`src/rtl/serial_adder_ctrl_pkg.sv`:
```
// Shared definitions for the bit-serial adder controller: state encoding
// and default operand width.
package serial_add_pkg;

    localparam int unsigned SA_DEFAULT_WIDTH = 8;

    typedef enum logic [1:0] {
        IDLE = 2'd0,
        RUN  = 2'd1,
        DONE = 2'd2
    } sa_state_t;

endpackage

```
`src/rtl/serial_adder_ctrl_fa_cell.sv`:
```
// One-bit combinational full adder; the only arithmetic in the serial datapath.
module fa_cell (
    input  logic a,
    input  logic b,
    input  logic cin,
    output logic sum,
    output logic cout
);

    assign sum  = a ^ b ^ cin;
    assign cout = (a & b) | (cin & (a ^ b));

endmodule

```
`src/rtl/serial_adder_ctrl.sv`:
```
// Bit-serial adder controller: one shared full-adder cell, LSB first, one bit
// per clock with a registered carry; result returned with a one-cycle done pulse.
module serial_adder_ctrl
    import serial_add_pkg::*;
#(
    parameter int unsigned WIDTH = SA_DEFAULT_WIDTH
) (
    input  logic             clk,
    input  logic             rst_n,
    input  logic             start,
    input  logic [WIDTH-1:0] a,
    input  logic [WIDTH-1:0] b,
    input  logic             carry_in,
    output logic             busy,
    output logic             done,
    output logic [WIDTH-1:0] sum,
    output logic             carry_out
);

    localparam int unsigned CW = (WIDTH > 1) ? $clog2(WIDTH) : 1;

    sa_state_t        r_state;
    sa_state_t        w_state_next;
    logic [WIDTH-1:0] r_op_a;
    logic [WIDTH-1:0] r_op_b;
    logic [WIDTH-1:0] r_sum;
    logic             r_carry;
    logic [CW-1:0]    r_cnt;
    logic             w_fa_sum;
    logic             w_fa_cout;
    logic             w_last;

    fa_cell u_fa (
        .a    (r_op_a[0]),
        .b    (r_op_b[0]),
        .cin  (r_carry),
        .sum  (w_fa_sum),
        .cout (w_fa_cout)
    );

    assign w_last = (r_cnt == CW'(WIDTH - 1));

    always_ff @(posedge clk or negedge rst_n) begin
        if (!rst_n) begin
            r_state <= IDLE;
        end else begin
            r_state <= w_state_next;
        end
    end

    always_comb begin
        w_state_next = r_state;
        case (r_state)
            IDLE:    if (start) w_state_next = RUN;
            RUN:     if (w_last) w_state_next = DONE;
            DONE:    w_state_next = IDLE;
            default: w_state_next = IDLE;
        endcase
    end

    always_ff @(posedge clk or negedge rst_n) begin
        if (!rst_n) begin
            r_op_a  <= '0;
            r_op_b  <= '0;
            r_sum   <= '0;
            r_carry <= 1'b0;
            r_cnt   <= '0;
        end else begin
            case (r_state)
                IDLE: begin
                    if (start) begin
                        r_op_a  <= a;
                        r_op_b  <= b;
                        r_sum   <= '0;
                        r_carry <= carry_in;
                        r_cnt   <= '0;
                    end
                end
                RUN: begin
                    r_op_a  <= r_op_a >> 1;
                    r_op_b  <= r_op_b >> 1;
                    // New bit enters at the MSB; after WIDTH shifts bit 0 sits at the LSB.
                    r_sum   <= (r_sum >> 1) | (WIDTH'(w_fa_sum) << (WIDTH - 1));
                    r_carry <= w_fa_cout;
                    r_cnt   <= r_cnt + CW'(1);
                end
                default: ;
            endcase
        end
    end

    assign busy      = (r_state != IDLE);
    assign done      = (r_state == DONE);
    assign sum       = r_sum;
    assign carry_out = r_carry;

endmodule
```
`config.mk`:
```
export PLATFORM = sky130hd
export DESIGN_NAME = serial_adder_ctrl
export DESIGN_NICKNAME = d
export VERILOG_FILES = /design/src/rtl/serial_adder_ctrl_pkg.sv /design/src/rtl/serial_adder_ctrl_fa_cell.sv /design/src/rtl/serial_adder_ctrl.sv
export SDC_FILE = /design/constraint.sdc
export NUM_CORES = 1
export LEC_CHECK = 0
export CORE_UTILIZATION = 35
export CTS_CLUSTER_SIZE = 14
export DETAILED_ROUTE_END_ITERATION = 10
export GPL_TIMING_DRIVEN = 0
export PLACE_DENSITY = 0.7
export SYNTH_ARGS = -nofsm -noshare
export SYNTH_HDL_FRONTEND = slang
export SYNTH_HIERARCHICAL = 1
export SYNTH_SLANG_ARGS = --single-unit
```
`constraint.sdc`:
```
create_clock -name clk -period 4.05 [get_ports clk]
set_clock_uncertainty 0.05 [all_clocks]
set_input_delay 0.405 -clock clk [delete_from_list [all_inputs] [get_ports clk]]
set_output_delay 0.405 -clock clk [all_outputs]
set_load 0.02 [all_outputs]
```
* Yosys cells after proc, flatten, opt, wreduce, memory -nomap -nowiden
Index checks and enable logic that the tools add are counted.
Word-level totals: output and inout port bits 11, input port bits 20, bits in registers 30
Cells by class: mux-type cells 13, add/sub/neg operators 1, equal/unequal tests 5, bitwise operators 6, reduce and logical (&&, ||, !) cells 5
Operators with widths (number):
- $pmux 8 s2 | 3
- $mux 8 | 3
- $or 7x8->8 | 1
- $pmux 3 s2 | 1
- $mux 2 | 2
- $ne 2x2->1 const B | 2
- $pmux 2 s2 | 1
- $reduce_and 2->1 | 2
- $reduce_bool 2->1 | 2
- $add 3x1->3 const B | 1
- $eq 3x3->1 const B | 1
- $mux 3 | 1
- $and 1x1->1 | 2
- $eq 2x1->1 const B | 1
- $eq 2x2->1 const B | 1
- $logic_not 2->1 | 1
- $pmux 1 s2 | 1
- $xor 1x1->1 | 2
- $mux 1 | 1
- $or 1x1->1 | 1

* Logic depth before layout (Yosys ltp)
word-level depth 4, mapped depth 5, mapped depth without buffers 4

* By module
Netlist, hierarchy kept.
Modules (own cells, without submodules):
- serial_adder_ctrl | instances 1, area each 1285.0 µm², cells an instance 116
- fa_cell | instances 1, area each 20.0 µm², cells an instance 1

* Worst setup path before layout
No wires, ideal clock.
kind register to output, start register r_state[1], end output port done, cell stages (with the launch flop) 5, path slack 2.569 ns, arrival 1.026 ns, path through dfrtp_1 -> buf_2 -> inv_1 -> buf_2 -> nor2_1
Between the ends: word-level cells in the longest chain between the ends 1
Ends and longest elaborated chain:
- from (decl) | RTL line serial_adder_ctrl.sv:22 | sa_state_t r_state;
- from (signal assigned) | RTL line serial_adder_ctrl.sv:47 | r_state <= w_state_next;
- $eq 2x2->1 | RTL line serial_adder_ctrl.sv:93 | assign done = (r_state == DONE);
- to (decl) | RTL line serial_adder_ctrl.sv:15 | output logic done,
Every way passes these cells.

* Worst setup path after layout
Same ends and word-level chain as after synthesis.

==> metrics.txt <==
Tot Pwr=roughly 1.3 mW; Inserted Clock Buffers=5; multiplexer share of the synthesized area=0; Total GRT Usage=0.165; Simple-Gate Fraction of Synth Area=0.0834; # Post-CTS Setup Buffers=0; # diodes=0; largest area contributor in the netlist=dfrtp_1; CP max stage cell=clkdlybuf4s50_1; Syn Area/Cell=11.2 um2; Compound-Gate Fraction of Synth Area=0.262; reg2reg setup slack=approximately 2.6 ns; Synth top cells by count=30 x dfrtp_1, 20 x o22ai_1, 15 x a21oi_1; Async SR Flop Fraction=1.00; final hold violation count=0; largest net degree at the start of global routing=31; Relative slew margins=0.563; non-filler instance count after layout=201; layout cells sized above 1=0.142; Die ar.=3980 um2; Port Buffer Count=30; Synth Warn #=6; Gates resized, CTS repair=0; Clock Path Buffers=2; number of H-tree levels=2; DRT iter0 DRCs=57; DP HPWL=2.07 mm; WL per Instance=14.1 um; CORE AREA=3440 um2; most common cell in the netlist=dfrtp_1; worst-path maximum fanout=10; Leakage=0.746 nW; Die H=63.1 um; syn_nets=140; setup tns final=0 ns; placer congestion estimate=0.751; adder-cell share of the synthesized area=0.0345; period utilization=0.575; global-route wire length before repair=5.04 mm; number of flops mapped to enable cells by yosys=0; max-cap violations=0; Setup crit start kind=flop; CTS tree=done; post-synth top area share=0.575; post-synthesis cell area=around 1300 um2; Seq/Total Area, Yosys=0.575; Main synth FF type=dfrtp_1; DR vias/cell=5.40; endpoints failing setup=0; first-pass iteration count of the detailed router=4; clock transition at the registers of the reported paths=0.06 ns; CTS Hold Buffers Added=0; CP Class=flop to primary output; num rows=21; Area growth syn-to-layout=34.0%; initial antenna violation count=0; via count=~1100; Cells after Synth=117; vias in the first global route=1081; worst-margin pin slew=0.656 ns; Peak Freq=about 430 MHz; Starting Density=0.379; XOR/XNOR share of the synthesized area=0; Crit. End Element=primary output; worst-path cell chain=buf_2, inv_1, buf_2, nor2_1, clkdlybuf4s50_1; Final ANT Viol Nets=0; top post-synthesis cells by area=dfrtp_1 58%, o22ai_1 9.6%, a22o_1 6.7%; CP max stage delay=0.60 ns; grt ovf=0; WHS=0.100 ns; Clk Latency, worst-skew pair=about 0.28 ns; min Tclk post-route=2.33 ns; CP required=roughly 3.6 ns; clk sink count=30; Final Util=0.508; run status=complete, no violations; peak supply drop=292 uV; largest family of logic cells by synthesized area=compound AO/OA/AOI/OAI gates; Die W=63.1 um; Max Slew Vio Count=0; Placed Instances=193; #FFs+latches synth=30; most used cell, CP=buf_2; Power Density=~760 nW/um2; nets@finish=177; Post-Route WL=2.84 mm; CTS root buf=clkbuf_8; RSZ-0062 raised after global routing=false; count of cell types in the netlist=25; drt drc=0; crit path DAT=around 1.9 ns; Top Ports=31; Hold WC Path Type=primary input to async pin
## registers in the layout, indices dropped and copies added (netlist names)
register and flops:
r_state 2, carry_out 1, r_cnt 3, r_op_a 8
sum 8, r_op_b 8
## cells in the final DEF (no fill, tap or decap), types with 2 or more instances in the layout
cell type,synthesis,layout
a21oi_1,15,15
a22o_1,10,10
buf_2,8,9
clkbuf_8,0,6
clkdlybuf4s50_1,0,29
dfrtp_1,30,30
ha_1,2,2
nand2_1,2,2
nand2b_1,2,2
nor2_1,10,10
o21ai_0,2,2
o22ai_1,20,20
or2b_1,2,2
## cells by family after synthesis
family / count (synthesis)
compound gates: 52
flops: 30
fa+ha+maj: 3
buf+inv: 11
simple gates: 21
## worst max-delay path, delay by kind of cell (launching register included)
family | cells | cell delay [ns]
and+or+nand+nor | 1 | 0.10
DFF | 1 | 0.32
buffers and inverters | 4 | 1.16
## layout make-up
cell class | instances | area, um2
flip-flops and latches | 30 | 751
multi-input cells | 76 | 495
fillers | 322 | 1690
clock inverters | 1 | 5.00
plain buffers | 9 | 51.3
clock buffers | 7 | 86.3
repair buffers | 30 | 295
inverters | 2 | 7.51
well taps | 46 | 57.6
## through the flow
step                instance area, um2  worst slack, ns
finish                            1750             1.72
global route                      1750             1.58
CTS                               1750             1.70
detailed placement                1660             2.01
global placement                  1660             2.04
floorplan                         1310             2.57
## final timing paths
kind | start | end | cells after the start
max | r_state[1]$_DFFE_PN0P_ | done | 5
min | rst_n | r_state[1]$_DFFE_PN0P_ | 1
max reg2reg | r_state[0]$_DFFE_PN0P_ | r_op_b[3]$_DFFE_PN0P_ | 4
min reg2reg | r_cnt[0]$_DFFE_PN0P_ | r_cnt[0]$_DFFE_PN0P_ | 1
max in group asynchronous | rst_n | carry_out$_DFFE_PN0P_ | 1
min in group clk | r_cnt[0]$_DFFE_PN0P_ | r_cnt[0]$_DFFE_PN0P_ | 1
## metal layers
layer	up-vias	GRT usage	share of wire
met4	0	0.0727	0.016
li1	512	-	-
met3	6	0.0435	0.056
met5	-	0	0
met2	41	0.274	0.49
met1	527	0.200	0.44
## where the power goes
group          internal (mW)  switching (mW)
clock network          0.137           0.107
registers              0.434          0.0928
logic                  0.281           0.271
(Power assumes the default switching activity.)
